File: src/rtl/spi_slave.sv
// spi_slave: oversampled SPI mode 0 slave, MSB first, fixed 8-bit frames.
//
// SCLK, SS and MOSI are brought into the i_clk domain through 2-flop synchronisers.
// A third flop on SCLK/SS gives the previous level, and the edge pulses themselves are
// registered, so a pin edge becomes visible three i_clk cycles after it happens.
// Received bytes appear on rx_byte with a one-cycle rx_dv strobe. The byte to send is
// written into a single-entry holding buffer that is copied into the TX shift register
// at the start of every frame (LOAD), including back-to-back frames under one SS low.
//
// Ports:
//   i_clk      system clock, at least 8x the SCLK frequency
//   reset      asynchronous active-high reset
//   i_spi_clk  SPI clock from the master (asynchronous, idles low)
//   i_ss       slave select, active low (asynchronous)
//   i_mosi     serial data from the master (asynchronous)
//   o_miso     serial data to the master
//   tx_byte    byte to transmit in the next frame
//   tx_dv      one-cycle write strobe for tx_byte
//   tx_ready   high while the holding buffer is empty
//   rx_byte    last complete received byte
//   rx_dv      one-cycle strobe: rx_byte is new
//   err        only with SPI_SLAVE_STATUS_EN defined: sticky status,
//              bit0 = underrun (LOAD found the buffer empty),
//              bit1 = overwrite (tx_dv while tx_ready was low)
//
// Build option: define SPI_SLAVE_STATUS_EN to add the err port and its logic.

module spi_slave (
   input  logic       i_clk,
   input  logic       reset,
   input  logic       i_spi_clk,
   input  logic       i_ss,
   input  logic       i_mosi,
   output logic       o_miso,
   input  logic [7:0] tx_byte,
   input  logic       tx_dv,
   output logic       tx_ready,
   output logic [7:0] rx_byte,
   output logic       rx_dv
`ifdef SPI_SLAVE_STATUS_EN
   ,
   output logic [1:0] err
`endif
);

   typedef enum logic [1:0] {StIdle, StLoad, StShift} state_e;

   // Synchronisers and edge detection
   logic sclk_meta_q, sclk_sync_q, sclk_dly_q;
   logic ss_meta_q, ss_sync_q, ss_dly_q;
   logic mosi_meta_q, mosi_sync_q;
   logic sclk_rise_d, sclk_rise_q, sclk_fall_d, sclk_fall_q;
   logic ss_fall_d, ss_fall_q, ss_rise_d, ss_rise_q;

   // Frame state
   state_e     state_d, state_q;
   logic [2:0] cnt_d, cnt_q;
   logic       wrap_d, wrap_q;       // 8th bit received, next SCLK fall starts LOAD
   logic [7:0] rx_shift_d, rx_shift_q;
   logic [7:0] tx_shift_d, tx_shift_q;
   logic       miso_d, miso_q;
   logic [7:0] rx_byte_d, rx_byte_q;
   logic       rx_dv_d, rx_dv_q;

   // Holding buffer
   logic [7:0] buf_d, buf_q;
   logic       tx_ready_d, tx_ready_q;
   logic       load_st;
   logic       tx_accept;

   always_ff @(posedge i_clk or posedge reset) begin
      if (reset) begin
         sclk_meta_q <= 1'b0;
         sclk_sync_q <= 1'b0;
         sclk_dly_q  <= 1'b0;
         // SS resets to its idle (deasserted) level so no false ss_fall follows reset
         ss_meta_q   <= 1'b1;
         ss_sync_q   <= 1'b1;
         ss_dly_q    <= 1'b1;
         mosi_meta_q <= 1'b0;
         mosi_sync_q <= 1'b0;
         sclk_rise_q <= 1'b0;
         sclk_fall_q <= 1'b0;
         ss_fall_q   <= 1'b0;
         ss_rise_q   <= 1'b0;
      end else begin
         sclk_meta_q <= i_spi_clk;
         sclk_sync_q <= sclk_meta_q;
         sclk_dly_q  <= sclk_sync_q;
         ss_meta_q   <= i_ss;
         ss_sync_q   <= ss_meta_q;
         ss_dly_q    <= ss_sync_q;
         mosi_meta_q <= i_mosi;
         mosi_sync_q <= mosi_meta_q;
         sclk_rise_q <= sclk_rise_d;
         sclk_fall_q <= sclk_fall_d;
         ss_fall_q   <= ss_fall_d;
         ss_rise_q   <= ss_rise_d;
      end
   end

   always_comb begin
      sclk_rise_d = sclk_sync_q & ~sclk_dly_q;
      sclk_fall_d = ~sclk_sync_q & sclk_dly_q;
      ss_fall_d   = ~ss_sync_q & ss_dly_q;
      ss_rise_d   = ss_sync_q & ~ss_dly_q;
   end

   assign load_st = (state_q == StLoad);
   // During LOAD the buffer is being emptied, so a write in that cycle always lands.
   assign tx_accept = tx_dv & (tx_ready_q | load_st);

   always_comb begin
      buf_d      = buf_q;
      tx_ready_d = tx_ready_q;
      if (load_st) begin
         tx_ready_d = 1'b1;
      end
      if (tx_accept) begin
         buf_d      = tx_byte;
         tx_ready_d = 1'b0;
      end
   end

   always_comb begin
      state_d    = state_q;
      cnt_d      = cnt_q;
      wrap_d     = wrap_q;
      rx_shift_d = rx_shift_q;
      tx_shift_d = tx_shift_q;
      miso_d     = miso_q;
      rx_byte_d  = rx_byte_q;
      rx_dv_d    = 1'b0;

      unique case (state_q)
         StIdle: begin
            miso_d = 1'b0;
            cnt_d  = 3'd0;
            wrap_d = 1'b0;
            if (ss_fall_q) begin
               state_d = StLoad;
            end
         end
         StLoad: begin
            // Empty buffer: send zeros for this frame
            tx_shift_d = tx_ready_q ? 8'h00 : buf_q;
            miso_d     = tx_shift_d[7];
            cnt_d      = 3'd0;
            wrap_d     = 1'b0;
            state_d    = StShift;
         end
         StShift: begin
            if (sclk_rise_q) begin
               rx_shift_d = {rx_shift_q[6:0], mosi_sync_q};
               cnt_d      = cnt_q + 3'd1;
               if (cnt_q == 3'd7) begin
                  rx_byte_d = {rx_shift_q[6:0], mosi_sync_q};
                  rx_dv_d   = 1'b1;
                  wrap_d    = 1'b1;
               end
            end
            if (sclk_fall_q) begin
               if (wrap_q) begin
                  wrap_d  = 1'b0;
                  state_d = StLoad;
               end else begin
                  tx_shift_d = {tx_shift_q[6:0], 1'b0};
                  miso_d     = tx_shift_q[6];
               end
            end
         end
         default: begin
            state_d = StIdle;
         end
      endcase

      // SS deassertion aborts any frame; the partial RX byte is dropped
      if (ss_rise_q) begin
         state_d    = StIdle;
         cnt_d      = 3'd0;
         wrap_d     = 1'b0;
         miso_d     = 1'b0;
         rx_shift_d = 8'h00;
         tx_shift_d = 8'h00;
      end
   end

   always_ff @(posedge i_clk or posedge reset) begin
      if (reset) begin
         state_q    <= StIdle;
         cnt_q      <= 3'd0;
         wrap_q     <= 1'b0;
         rx_shift_q <= 8'h00;
         tx_shift_q <= 8'h00;
         miso_q     <= 1'b0;
         rx_byte_q  <= 8'h00;
         rx_dv_q    <= 1'b0;
         buf_q      <= 8'h00;
         tx_ready_q <= 1'b1;
      end else begin
         state_q    <= state_d;
         cnt_q      <= cnt_d;
         wrap_q     <= wrap_d;
         rx_shift_q <= rx_shift_d;
         tx_shift_q <= tx_shift_d;
         miso_q     <= miso_d;
         rx_byte_q  <= rx_byte_d;
         rx_dv_q    <= rx_dv_d;
         buf_q      <= buf_d;
         tx_ready_q <= tx_ready_d;
      end
   end

`ifdef SPI_SLAVE_STATUS_EN
   logic [1:0] err_d, err_q;

   always_comb begin
      err_d = err_q;
      if (load_st && tx_ready_q) begin
         err_d[0] = 1'b1;
      end
      if (tx_dv && !tx_ready_q && !load_st) begin
         err_d[1] = 1'b1;
      end
   end

   always_ff @(posedge i_clk or posedge reset) begin
      if (reset) begin
         err_q <= 2'b00;
      end else begin
         err_q <= err_d;
      end
   end

   assign err = err_q;
`endif

   assign o_miso   = miso_q;
   assign tx_ready = tx_ready_q;
   assign rx_byte  = rx_byte_q;
   assign rx_dv    = rx_dv_q;

endmodule
File: config.mk
export PLATFORM = sky130hd
export DESIGN_NAME = spi_slave
export DESIGN_NICKNAME = d
export VERILOG_FILES = /design/src/rtl/spi_slave.sv
export SDC_FILE = /design/constraint.sdc
export NUM_CORES = 1
export LEC_CHECK = 0
export BUFFER_PORTS_ARGS = -buffer_cell sky130_fd_sc_hd__buf_2
export CORE_UTILIZATION = 35
export DETAILED_ROUTE_END_ITERATION = 8
export SKIP_CTS_REPAIR_TIMING = 1
export SLEW_MARGIN = 25
export SYNTH_ARGS = -nofsm -noshare
export SYNTH_HDL_FRONTEND = slang
export SYNTH_SLANG_ARGS = --single-unit
File: constraint.sdc
create_clock -name i_clk -period 1.7 [get_ports i_clk]
set_input_delay 0 -clock i_clk [delete_from_list [all_inputs] [get_ports i_clk]]
set_output_delay 0 -clock i_clk [all_outputs]
set_load 0.01 [all_outputs]
==> Yosys cells after proc, flatten, opt, wreduce, memory -nomap -nowiden <==
Index checks and enable logic that the tools add are counted.
{ "op_classes": {"n_mul": 0, "shift": 0, "eq_ne": 8, "div": 0, "reduce_logical": 14, "bitwise": 10, "muxes": 31, "addsub": 1, "order_cmp": 0} }
{ "op_table": {"columns": ["cell", "count"], "rows": [
  ["$mux W7", 6],
  ["$ne A3 B3 Y1 const B", 5],
  ["$pmux W7 S2", 1],
  ["$mux W1", 13],
  ["$reduce_and A3 Y1", 4],
  ["$mux W2", 4],
  ["$mux W8", 1],
  ["$mux W3", 2],
  ["$pmux W2 S3", 1],
  ["$pmux W3 S2", 1],
  ["$reduce_bool A2 Y1", 3],
  ["$reduce_bool A3 Y1", 2],
  ["$and A1 B1 Y1", 5],
  ["$not A1 Y1", 4],
  ["$reduce_and A2 Y1", 2],
  ["$reduce_bool A4 Y1", 1],
  ["$add A3 B1 Y3 const B", 1],
  ["$eq A3 B3 Y1 const B", 1],
  ["$pmux W1 S3", 1],
  ["$eq A2 B1 Y1 const B", 1],
  ["$eq A2 B2 Y1 const B", 1],
  ["$logic_not A2 Y1", 1],
  ["$pmux W1 S2", 1],
  ["$reduce_or A2 Y1", 1],
  ["$or A1 B1 Y1", 1]
]} }
{ "totals": {"output_inout_bits": 11, "ramBits": 0, "memories": 0, "romBits": 0, "ff_bits": 51, "latchBits": 0} }

==> Logic depth before layout (Yosys ltp) <==
{ "logic_depth": {"depth_word": 7, "ltp_mapped": 7, "depth_no_buf": 6} }

==> Worst setup path after synthesis <==
OpenSTA, ideal clock, no wires.
{ "synth_timing": {"path_kind": "register to register", "from": "register state_q[0]", "to": "register tx_shift_q[1]", "setup_ps": 125, "path_buffers": 1, "arrival_time_ps": 1613, "stages_incl_launch_ff": 7, "synth_period_minus_slack_ps": 1738, "path_slack_ps": -38, "cell_sequence": "dfrtp_1 > inv_1 > ha_1 > buf_6 > nor2b_4 > a221oi_4 > mux2_2"} }
{ "synth_via": {"elab_chain_len": 3} }
{ "synth_rtl": {"columns": ["element", "line", "source"], "rows": [
  ["from (decl)", "56", "state_e state_d, state_q;"],
  ["from (signal assigned)", "190", "state_q <= StIdle;"],
  ["from (signal assigned)", "201", "state_q <= state_d;"],
  ["$eq A2 B2 Y1 or $eq A2 B1 Y1 (tied branches)", "135", "unique case (state_q)"],
  ["$ne A3 B3 Y1 (no source line), or another cell as far along", null, null],
  ["$reduce_and A3 Y1 (no source line) or $mux W7 (tied branches)", null, null],
  ["to (signal assigned)", "205", "tx_shift_q <= tx_shift_d;"],
  ["to (decl)", "60", "logic [7:0] tx_shift_d, tx_shift_q;"]
]} }
Parallel ways exist; a longest one is shown, timed or not.
A chain may end at the register's enable or synchronous reset.

==> Worst setup path in the final report <==
{ "layout_timing": {"from": "register state_q[0]", "to": "register tx_shift_q[2]"} }
Same word-level chain as after synthesis.

==> summary.md <==
| Metric | Value |
|---|---|
| Outcome | `complete, no violations` |
| Share of the synthesized area in the top cell type | `55.5%` |
| DR pass1 iterations | `4` |
| Initial cell density of the core | `between 30 and 40%` |
| Highest-utilization routing layer at the global route stage | `met2` |
| CTS tree | `yes` |
| Static leakage | `roughly 1.3 nW` |
| Layout cells sized above 1 | `a little under 40%` |
| Number of buffers created by CTS | `5` |
| Unrepaired setup endpoints after global routing | `true` |
| Max Clock Freq | `just over 0.6 GHz` |
| Remaining routing DRC violations | `0` |
| Share of the clock period used by the worst path | `96.2%` |
| Final worst path period need | `between 1500 and 2000 ps` |
| CTS Buffer Depth | `2` |
| Count of buffering cells on the critical path with inverters included | `2` |
| Crit path required time | `1880 ps` |
| Cell types with the largest area share after synthesis | `sky130_fd_sc_hd__dfrtp_1 (56%), sky130_fd_sc_hd__mux2_2 (13%), sky130_fd_sc_hd__dfstp_2 (5.0%), sky130_fd_sc_hd__ha_1 (3.0%), sky130_fd_sc_hd__a22o_1 (2.5%)` |
| Number of antenna violations at the first check in global routing | `0` |
| Net count of the mapped netlist | `181` |
| DRC marker count from the first detailed-route iteration | `67` |
| Leading register cell type out of synthesis | `sky130_fd_sc_hd__dfrtp_1` |
| Number of fill cells in the layout | `532` |
| Cell row count | `27` |
| Global routing met3 resource utilization | `under 10%` |
| Post-Place Cells | `267` |
| Number of global-route vias before repair | `about 1400` |
| Most instantiated library cell after synthesis | `sky130_fd_sc_hd__dfrtp_1` |
| CTS sink count | `51` |
| Cell area after synthesis | `roughly 2100 um2` |
| Worst-case clock skew | `5.04 ps` |
| Arrival time at the worst endpoint | `1810 ps` |
| Clock transition time at the flip-flop clock pins of the worst setup and hold paths | `roughly 90 ps` |
| Pre-CTS setup slack | `-71.6 ps` |
| Pin count of the biggest net entering global routing | `28` |
| Final antenna diode count | `0` |
| Worst Setup Slack, final | `between 60 and 70 ps` |
| Post-synthesis to final-layout area growth | `27.3%` |
| Cell area reported after detailed placement | `2430 um2` |
| Yosys Warn Count | `0` |
| Class of the tightest hold or removal check | `input pin to asynchronous set/reset pin` |
| Cell accounting for the most synthesized area | `sky130_fd_sc_hd__dfrtp_1` |
| Worst-path cell chain | `inv_2 > ha_4 > nor2b_4 > a221oi_4 > buf_6 > mux2_4` |
| Wire length after detailed routing | `approximately 3500 um` |
| Height of the die | `about 80 um` |
| Routed via count | `1359` |
| Cell class contributing the biggest share of worst-path delay | `flip-flops` |
| Max capacitance violation total | `0` |
| WS Path Type | `flop to flop` |
| Routing usage on met2 | `21.0%` |
| Share of flip-flops with an asynchronous set or reset | `100%` |
| Slowest stage cell on the critical path | `sky130_fd_sc_hd__dfrtp_1` |
| Global-route total usage across every layer | `between 10% and 20%` |
| Clock insertion delay at the later pin of the skew report | `290 ps` |
| PnR Total Power | `roughly 3.5 mW` |
| Synthesized instance count | `between 150 and 200` |
| CP startpoint kind | `flop` |
| Normalized max-slew margin | `a little under two thirds` |
| EDFF count, synth | `0` |
| Global-route wire length before repair | `6280 um` |
| Final core utilization | `47.5%` |
| Fin cells | `between 200 and 300` |
| Number of routed nets with antenna violations | `0` |
| Final worst hold slack | `a little under 300 ps` |
| Final GP Congestion | `0.728` |
| Worst voltage drop across the vdd grid | `~0.00081 V` |
| Routed WL per cell | `about 12 um` |
| Final Max Tran Viols | `0` |
| Die width | `79.8 um` |
| Pwr Density | `roughly 1300 nW/um2` |
| Worst setup startpoint | `state_q[0]` |
| Grt ovf | `0` |
| Maximum net fanout on the critical path | `7` |
| Total number of H-tree levels | `2` |
| Avg Synthesized Cell Area | `approximately 13 um2` |
| Cell chosen for the clock root | `sky130_fd_sc_hd__clkbuf_8` |
| Estimated wirelength of the detail-placed design | `~2500 um` |
| Post-route cell area | `between 2000 and 3000 um2` |
| Hold Violations, Final | `0` |
| Setup tns final | `0 ps` |
| Count of buffers from port buffering | `24` |
| Total Die Area | `between 6000 and 7000 um2` |
| Leading post-synthesis cells by instance count | `sky130_fd_sc_hd__dfrtp_1 (47), sky130_fd_sc_hd__mux2_2 (24), sky130_fd_sc_hd__nand2_1 (12)` |
| Grt met1 use | `16.3%` |
| Number of flip-flops and latches in the synthesized netlist | `between 50 and 60` |
| Setup violation total in the final timing report | `0` |
| Distinct cell type count after synthesis | `30` |
| CP Capture Type | `flop` |
| Vias per std cell | `around 4.7` |
| Launching point of the worst reg2reg path | `state_q[0]` |
| I/O pin cnt | `25` |
| Sequential element share of the synthesized area | `around three fifths` |
| Stage delay of the slowest cell on the critical path | `420 ps` |
| Area of the core | `5680 um2` |
| Tightest Pin Transition | `544 ps` |
| Total Nets Final | `234` |
[placed cells by master (no fill, tap or decap), types with 3 or more instances in the layout]
cell type and instances:
sky130_fd_sc_hd__dfrtp_1 47, sky130_fd_sc_hd__buf_2 24, sky130_fd_sc_hd__mux2_2 18, sky130_fd_sc_hd__dlygate4sd3_1 13, sky130_fd_sc_hd__nand2_1 12, sky130_fd_sc_hd__buf_4 12
sky130_fd_sc_hd__a21oi_1 10, sky130_fd_sc_hd__nand3_1 7, sky130_fd_sc_hd__nand2b_1 6, sky130_fd_sc_hd__a22o_1 6, sky130_fd_sc_hd__mux2_4 6, sky130_fd_sc_hd__nor2b_1 5
sky130_fd_sc_hd__inv_1 5, sky130_fd_sc_hd__clkbuf_8 5, sky130_fd_sc_hd__mux2i_1 4, sky130_fd_sc_hd__nor2_1 4, sky130_fd_sc_hd__dfstp_2 4, sky130_fd_sc_hd__inv_2 3
sky130_fd_sc_hd__ha_1 3
[worst reg2reg max path, cell delays in order, from the launching register on]
cell	delay, ps
sky130_fd_sc_hd__dfrtp_1	420
sky130_fd_sc_hd__inv_2	70
sky130_fd_sc_hd__ha_4	180
sky130_fd_sc_hd__nor2b_4	130
sky130_fd_sc_hd__a221oi_4	260
sky130_fd_sc_hd__buf_6	160
sky130_fd_sc_hd__mux2_4	300
[cells by family after synthesis]
family	count (synthesis)	share of synthesized area, %
DFF	51	60.5
muxes	28	14.6
buffers and inverters	15	3.31
and+or+nand+nor	41	10.5
adders and majority gates	5	2.95
AOI/OAI and AO/OA	22	8.15
[power breakdown]
part | internal (mW) | leakage (nW) | switching, mW
sequential | 1.45 | 0.654 | 0.151
clock | 0.290 | 0.0422 | 0.373
combinational | 0.761 | 0.604 | 0.505
total | 2.50 | 1.30 | 1.03
[registers in the layout, indices dropped and copies added, names as in the netlist, 2 cells and up]
signal / cells
rx_shift_q: 7
state_q: 2
cnt_q: 3
buf_q: 8
rx_byte: 8
tx_shift_q: 7
[per-layer routing]
metal | vias up | share of wire, %
li1 | 667 | -
met1 | 654 | 48
met2 | 31 | 47
met3 | 7 | 3.8
met4 | 0 | 0.85
met5 | - | 0
[worst paths after layout]
check	slack, ps	depth (start not counted)	endpoint
worst min-delay path	290	3	rx_dv
max in group asynchronous	810	4	ss_sync_q
min in group i_clk	340	2	sclk_meta_q
worst min register to register	350	0	mosi_sync_q
worst max-delay path	60	6	tx_shift_q[2]
worst max register to register	60	6	tx_shift_q[2]
[layout make-up]
class	instances	area, um2	share of cell area, %
well taps	72	90.1	3.34
repair buffers	53	403	14.9
clock inverters	1	5.00	0.186
flip-flops and latches	51	1280	47.5
inverters	8	30.0	1.11
multi-input cells	96	812	30.1
clock buffers	7	76.3	2.83
Note: power is estimated with default switching activity, not from simulation.
